<file path="src/rtl/pattern_detector_if.sv">
// Serial-stream and match-event signals shared by the front end, the detector and the consumer.
interface pattern_detector_if #(
    parameter int N     = 4,
    parameter int CNT_W = 8
);
    logic             x;
    logic             x_valid;
    logic             overlap_en;
    logic             load_pat;
    logic [N-1:0]     pat_in;
    logic             clr_count;
    logic             z;
    logic             z_reg;
    logic [CNT_W-1:0] match_count;

    modport master (
        output x, x_valid, overlap_en, load_pat, pat_in, clr_count,
        input  z, z_reg, match_count
    );

    modport slave (
        input  x, x_valid, overlap_en, load_pat, pat_in, clr_count,
        output z, z_reg, match_count
    );
endinterface

</file>
<file path="src/rtl/pattern_detector.sv">
// Serial N-bit pattern detector with run-time reloadable pattern, selectable overlap,
// same-cycle Mealy flag, registered pulse and saturating hit counter.
module pattern_detector #(
    parameter int           N       = 4,
    parameter logic [N-1:0] PATTERN = 4'b0110,
    parameter int           CNT_W   = 8
) (
    input  logic              clk,
    input  logic              reset,
    pattern_detector_if.slave bus
);
    localparam int            FW        = $clog2(N);
    localparam logic [FW-1:0] FILL_FULL = FW'(N - 1);

    logic [N-1:0]     r_pat;
    logic [N-2:0]     r_hist;
    logic [FW-1:0]    r_fill;
    logic             r_z_reg;
    logic [CNT_W-1:0] r_count;

    logic [N-1:0]     w_window;
    logic             w_match;

    assign w_window = {r_hist, bus.x};
    assign w_match  = bus.x_valid & ~bus.load_pat & (r_fill == FILL_FULL) & (w_window == r_pat);

    assign bus.z           = w_match;
    assign bus.z_reg       = r_z_reg;
    assign bus.match_count = r_count;

    // A non-overlap hit empties the history so no bit of the matched window is reused.
    always_ff @(posedge clk or posedge reset) begin
        if (reset) begin
            r_pat  <= PATTERN;
            r_hist <= '0;
            r_fill <= '0;
        end else if (bus.load_pat) begin
            r_pat  <= bus.pat_in;
            r_hist <= '0;
            r_fill <= '0;
        end else if (bus.x_valid) begin
            r_hist <= w_window[N-2:0];
            if (w_match) begin
                r_fill <= bus.overlap_en ? FILL_FULL : '0;
            end else if (r_fill != FILL_FULL) begin
                r_fill <= r_fill + FW'(1);
            end
        end
    end

    // Clear beats a simultaneous hit.
    always_ff @(posedge clk or posedge reset) begin
        if (reset) begin
            r_z_reg <= 1'b0;
            r_count <= '0;
        end else begin
            r_z_reg <= w_match;
            if (bus.clr_count) begin
                r_count <= '0;
            end else if (w_match && (r_count != {CNT_W{1'b1}})) begin
                r_count <= r_count + CNT_W'(1);
            end
        end
    end
endmodule

</file>
<file path="src/flat_wrapper.sv">
// flat-port wrapper written by rule: the top's interface ports become plain ports
module pattern_detector_flat 
#(
    parameter int           N       = 4,
    parameter logic [N-1:0] PATTERN = 4'b0110,
    parameter int           CNT_W   = 8
)
  (clk, reset, bus_x, bus_x_valid, bus_overlap_en, bus_load_pat, bus_pat_in, bus_clr_count, bus_z, bus_z_reg, bus_match_count);
  pattern_detector_if #(.N(N), .CNT_W(CNT_W)) bus_i ();
  input  logic clk;
  input  logic reset;
  input wire logic [$bits(bus_i.x)-1:0] bus_x;
  input wire logic [$bits(bus_i.x_valid)-1:0] bus_x_valid;
  input wire logic [$bits(bus_i.overlap_en)-1:0] bus_overlap_en;
  input wire logic [$bits(bus_i.load_pat)-1:0] bus_load_pat;
  input wire logic [$bits(bus_i.pat_in)-1:0] bus_pat_in;
  input wire logic [$bits(bus_i.clr_count)-1:0] bus_clr_count;
  output wire logic [$bits(bus_i.z)-1:0] bus_z;
  output wire logic [$bits(bus_i.z_reg)-1:0] bus_z_reg;
  output wire logic [$bits(bus_i.match_count)-1:0] bus_match_count;
  assign bus_i.x = bus_x;
  assign bus_i.x_valid = bus_x_valid;
  assign bus_i.overlap_en = bus_overlap_en;
  assign bus_i.load_pat = bus_load_pat;
  assign bus_i.pat_in = bus_pat_in;
  assign bus_i.clr_count = bus_clr_count;
  assign bus_z = bus_i.z;
  assign bus_z_reg = bus_i.z_reg;
  assign bus_match_count = bus_i.match_count;
  pattern_detector #(.N(N), .PATTERN(PATTERN), .CNT_W(CNT_W)) u_core (.clk(clk), .reset(reset), .bus(bus_i));
endmodule
</file>
<file path="config.mk">
export PLATFORM = sky130hd
export DESIGN_NAME = pattern_detector_flat
export DESIGN_NICKNAME = d
export VERILOG_FILES = /design/src/rtl/pattern_detector_if.sv /design/src/rtl/pattern_detector.sv /design/src/flat_wrapper.sv
export SDC_FILE = /design/constraint.sdc
export NUM_CORES = 1
export LEC_CHECK = 0
export CORE_MARGIN = 2
export CORE_UTILIZATION = 43
export DETAILED_ROUTE_END_ITERATION = 12
export PLACE_DENSITY = 0.7
export SYNTH_ARGS = -nofsm -noshare
export SYNTH_HDL_FRONTEND = slang
export SYNTH_SLANG_ARGS = --single-unit
</file>
<file path="constraint.sdc">
create_clock -name clk -period 3.55 [get_ports clk]
set_clock_uncertainty 0.15 [all_clocks]
set_input_delay 0.355 -clock clk [delete_from_list [all_inputs] [get_ports clk]]
set_output_delay 0.355 -clock clk [all_outputs]
set_load 0.005 [all_outputs]
</file>
==> flow_metrics.py <==
metrics = {
    "grt": {
        "grt.total_usage_pct": 16.3,
        "antenna_found_initial": 0,
        "grt_pass1_wl_um": 3150,
        "grt-ovfl-total": 0,
        "grt_pass1_vias": 722,
        "grt_max_degree": 19,
    },
    "route": {
        "drt_iter0_drc": 7,
        "drt_pass1_iterations": 3,
        "postRouteWirelength_um": 1660,
        "drc": 0,
        "via_count": 706,
        "ant_nets": 0,
        "wl_per_cell_um": 12.5,
        "viasPerCell": 5.31,
    },
    "synthesis": {
        "synth_top_family_by_area": "simple AND/OR/NAND/NOR gates",
        "synth_fa_ha_area_share_pct": 2.71,
        "synth_nets": 99,
        "seq_area_frac_synth_pct": 49.1,
        "synth_seq_cells": 18,
        "yosys.area_share.simple_pct": 18.6,
        "synthMuxAreaShare_pct": 9.21,
        "synth.avg_cell_area_um2": 10.7,
        "synth_edf_count": 0,
        "ys_warn_count": 0,
        "synth_xor_xnor_area_share_pct": 7.59,
        "synth_top_area_share_pct": 43.4,
        "synth_compound_gate_area_share_pct": 7.86,
        "synth.most_common_cell": "dfrtp_1",
        "synth_ff_type": "dfrtp_1",
        "netlist_instances": 86,
        "synthTopCellsByCount": "dfrtp_1, nor2_1, xnor2_1",
        "ys_top_cells_by_area": "dfrtp_1, xnor2_1, dfstp_2",
        "synth.distinct_cells": 28,
        "synth-async-reset-ratio_pct": 100,
        "synth_top_area_cell": "dfrtp_1",
        "syn-cell-area_um2": 923,
    },
    "clock_tree": {
        "post-cts-setup-buffers": 0,
        "tritoncts": "done",
        "cts_hold_buf": 0,
        "clock_latency_ps": 290,
        "cts.reportedPaths.clkPinSlew_ps": 110,
        "cts-resized-gates": 0,
        "cts.sinks": 18,
        "cts_made_buffers": 3,
        "cts_root_buf": "clkbuf_4",
        "max-clock-path-buffers": 2,
        "htreeDepth": 1,
    },
    "timing": {
        "hold_viol_final": 0,
        "finalMaxSlewViolations": 0,
        "hold_ws_ps": 298,
        "fmax_mhz": 362,
        "setup_violations": 0,
        "fin_tns_setup_ps": 0,
        "min_period_ps": 2770,
        "rsz0062_at_grt": "no",
        "tightest_slew_ps": 683,
        "max-slew-margin-rel_pct": 54.4,
        "period_share_pct": 77.9,
    },
    "power": {
        "powerDensity_mw_per_mm2": 334,
        "irDropWorstVdd_mv": 0.257,
        "p_leak_nw": 0.471,
    },
    "critical_path": {
        "required_ps": 3040,
        "rr_endpoint": "u_core.bus.match_count[7]",
        "crit_arrival_ps": 2260,
        "reg2reg_from": "u_core.r_pat[1]",
        "rrSetupSlack_ps": 1490,
        "path_class": "in2out",
        "critPathMaxFanout": 10,
        "ff2ff_path_depth": 5,
        "cp-start-kind": "input pin",
        "end_kind": "output pin",
    },
    "layout": {
        "nets": 120,
        "fin_util_pct": 58.1,
        "largest_reg_flops": 8,
        "drive_gt1_share_pct": 10.4,
        "fillers": 187,
        "areaGrowthSynthToFinish_pct": 25.9,
        "diodes": 0,
        "finalNonFillerCells": 133,
    },
    "placed_design": {
        "gp_routability_congestion": 0.879,
        "placedCellCount": 129,
        "numPortBuffers": 20,
        "hpwl_um": 1240,
    },
    "floorplanning": {
        "core_area_mm2": 0.00200,
        "die_x_um": 50.3,
        "die_area_mm2": 0.00253,
        "io_pins": 21,
        "rows": 16,
        "die_y_um": 50.3,
        "initial_utilization_pct": 46.1,
    },
    "worst_hold_path": {
        "hold_path_class": "in2async",
    },
    "job": {
        "max-cap-violations": 0,
    },
    "run_status": {
        "status": "finished clean",
    },
}
## worst max-delay path: stages
cell and delay, ps:
clkdlybuf4s50_1 610, nand4b_2 350, or2_1 350, inv_1 100, clkdlybuf4s50_1 500
## layout make-up
type                            count  area, um^2  share of cell area (%)
Multi-Input combinational cell     60         424                    36.5
Tap cell                           27        33.8                    2.91
Inverter                            4        15.0                    1.29
Sequential cell                    18         453                    39.0
Clock buffer                        4        36.3                    3.12
Timing Repair Buffer               20         200                    17.2
## worst max path at each step
| stage | start | endpoint | slack [ps] | cells after the start |
|---|---|---|---|---|
| floorplan | u_core.r_pat[1] | u_core.bus.match_count[7] | 1590 | 6 |
| global placement | bus_load_pat | bus_z | 830 | 5 |
| detailed placement | bus_load_pat | bus_z | 780 | 5 |
| CTS | bus_load_pat | bus_z | 780 | 5 |
| global route | bus_load_pat | bus_z | 680 | 5 |
| finish | bus_load_pat | bus_z | 780 | 5 |
## power breakdown
part	internal [W]	switching (W)	total (W)
registers	0.000214	0.00000584	0.000220
clock network	0.0000625	0.0000646	0.000127
logic	0.0000234	0.0000178	0.0000412
## cells by family after synthesis
kind of cell	after synthesis
DFF	18
adders and majority gates	2
muxes	8
AOI/OAI and AO/OA	11
xor gates and xnor gates	8
buffers and inverters	8
and+or+nand+nor	31
## per-stage QoR
| stage | power, W | setup WS, ps | instance area (um^2) |
|---|---|---|---|
| floorplan | 0.000251 | 1590 | 923 |
| global placement | 0.000265 | 830 | 1130 |
| detailed placement | 0.000266 | 779 | 1130 |
| CTS | 0.000392 | 777 | 1160 |
| global route | 0.000409 | 681 | 1160 |
| finish | 0.000388 | 784 | 1160 |
## routing by layer
layer	track usage, %	up-vias	routed length [um]
met3	2.68	2	54
met1	20.8	342	788
met2	26.8	14	794
met4	8.11	0	25
met5	0	-	0
li1	-	348	-
## cell usage in the layout, fill, tap and decap left out, drive strengths merged
| master | instances |
|---|---|
| inv | 4 |
| nand2 | 2 |
| dfstp | 2 |
| or2 | 1 |
| a211oi | 1 |
| a21oi | 5 |
| nand4b | 1 |
| nand3 | 5 |
| clkbuf | 4 |
| or4 | 2 |
| nor4b | 1 |
| xnor2 | 8 |
| o21ai | 1 |
| nor4 | 2 |
| nand2b | 1 |
| nor2 | 11 |
| mux2i | 4 |
| ha | 2 |
| clkdlybuf4s50 | 20 |
| dfrtp | 16 |
| mux2 | 4 |
| a311oi | 1 |
| o41ai | 3 |
| nor3b | 1 |
| nand4 | 1 |
| nor3 | 1 |
| nand3b | 2 |
(Power assumes the default switching activity.)
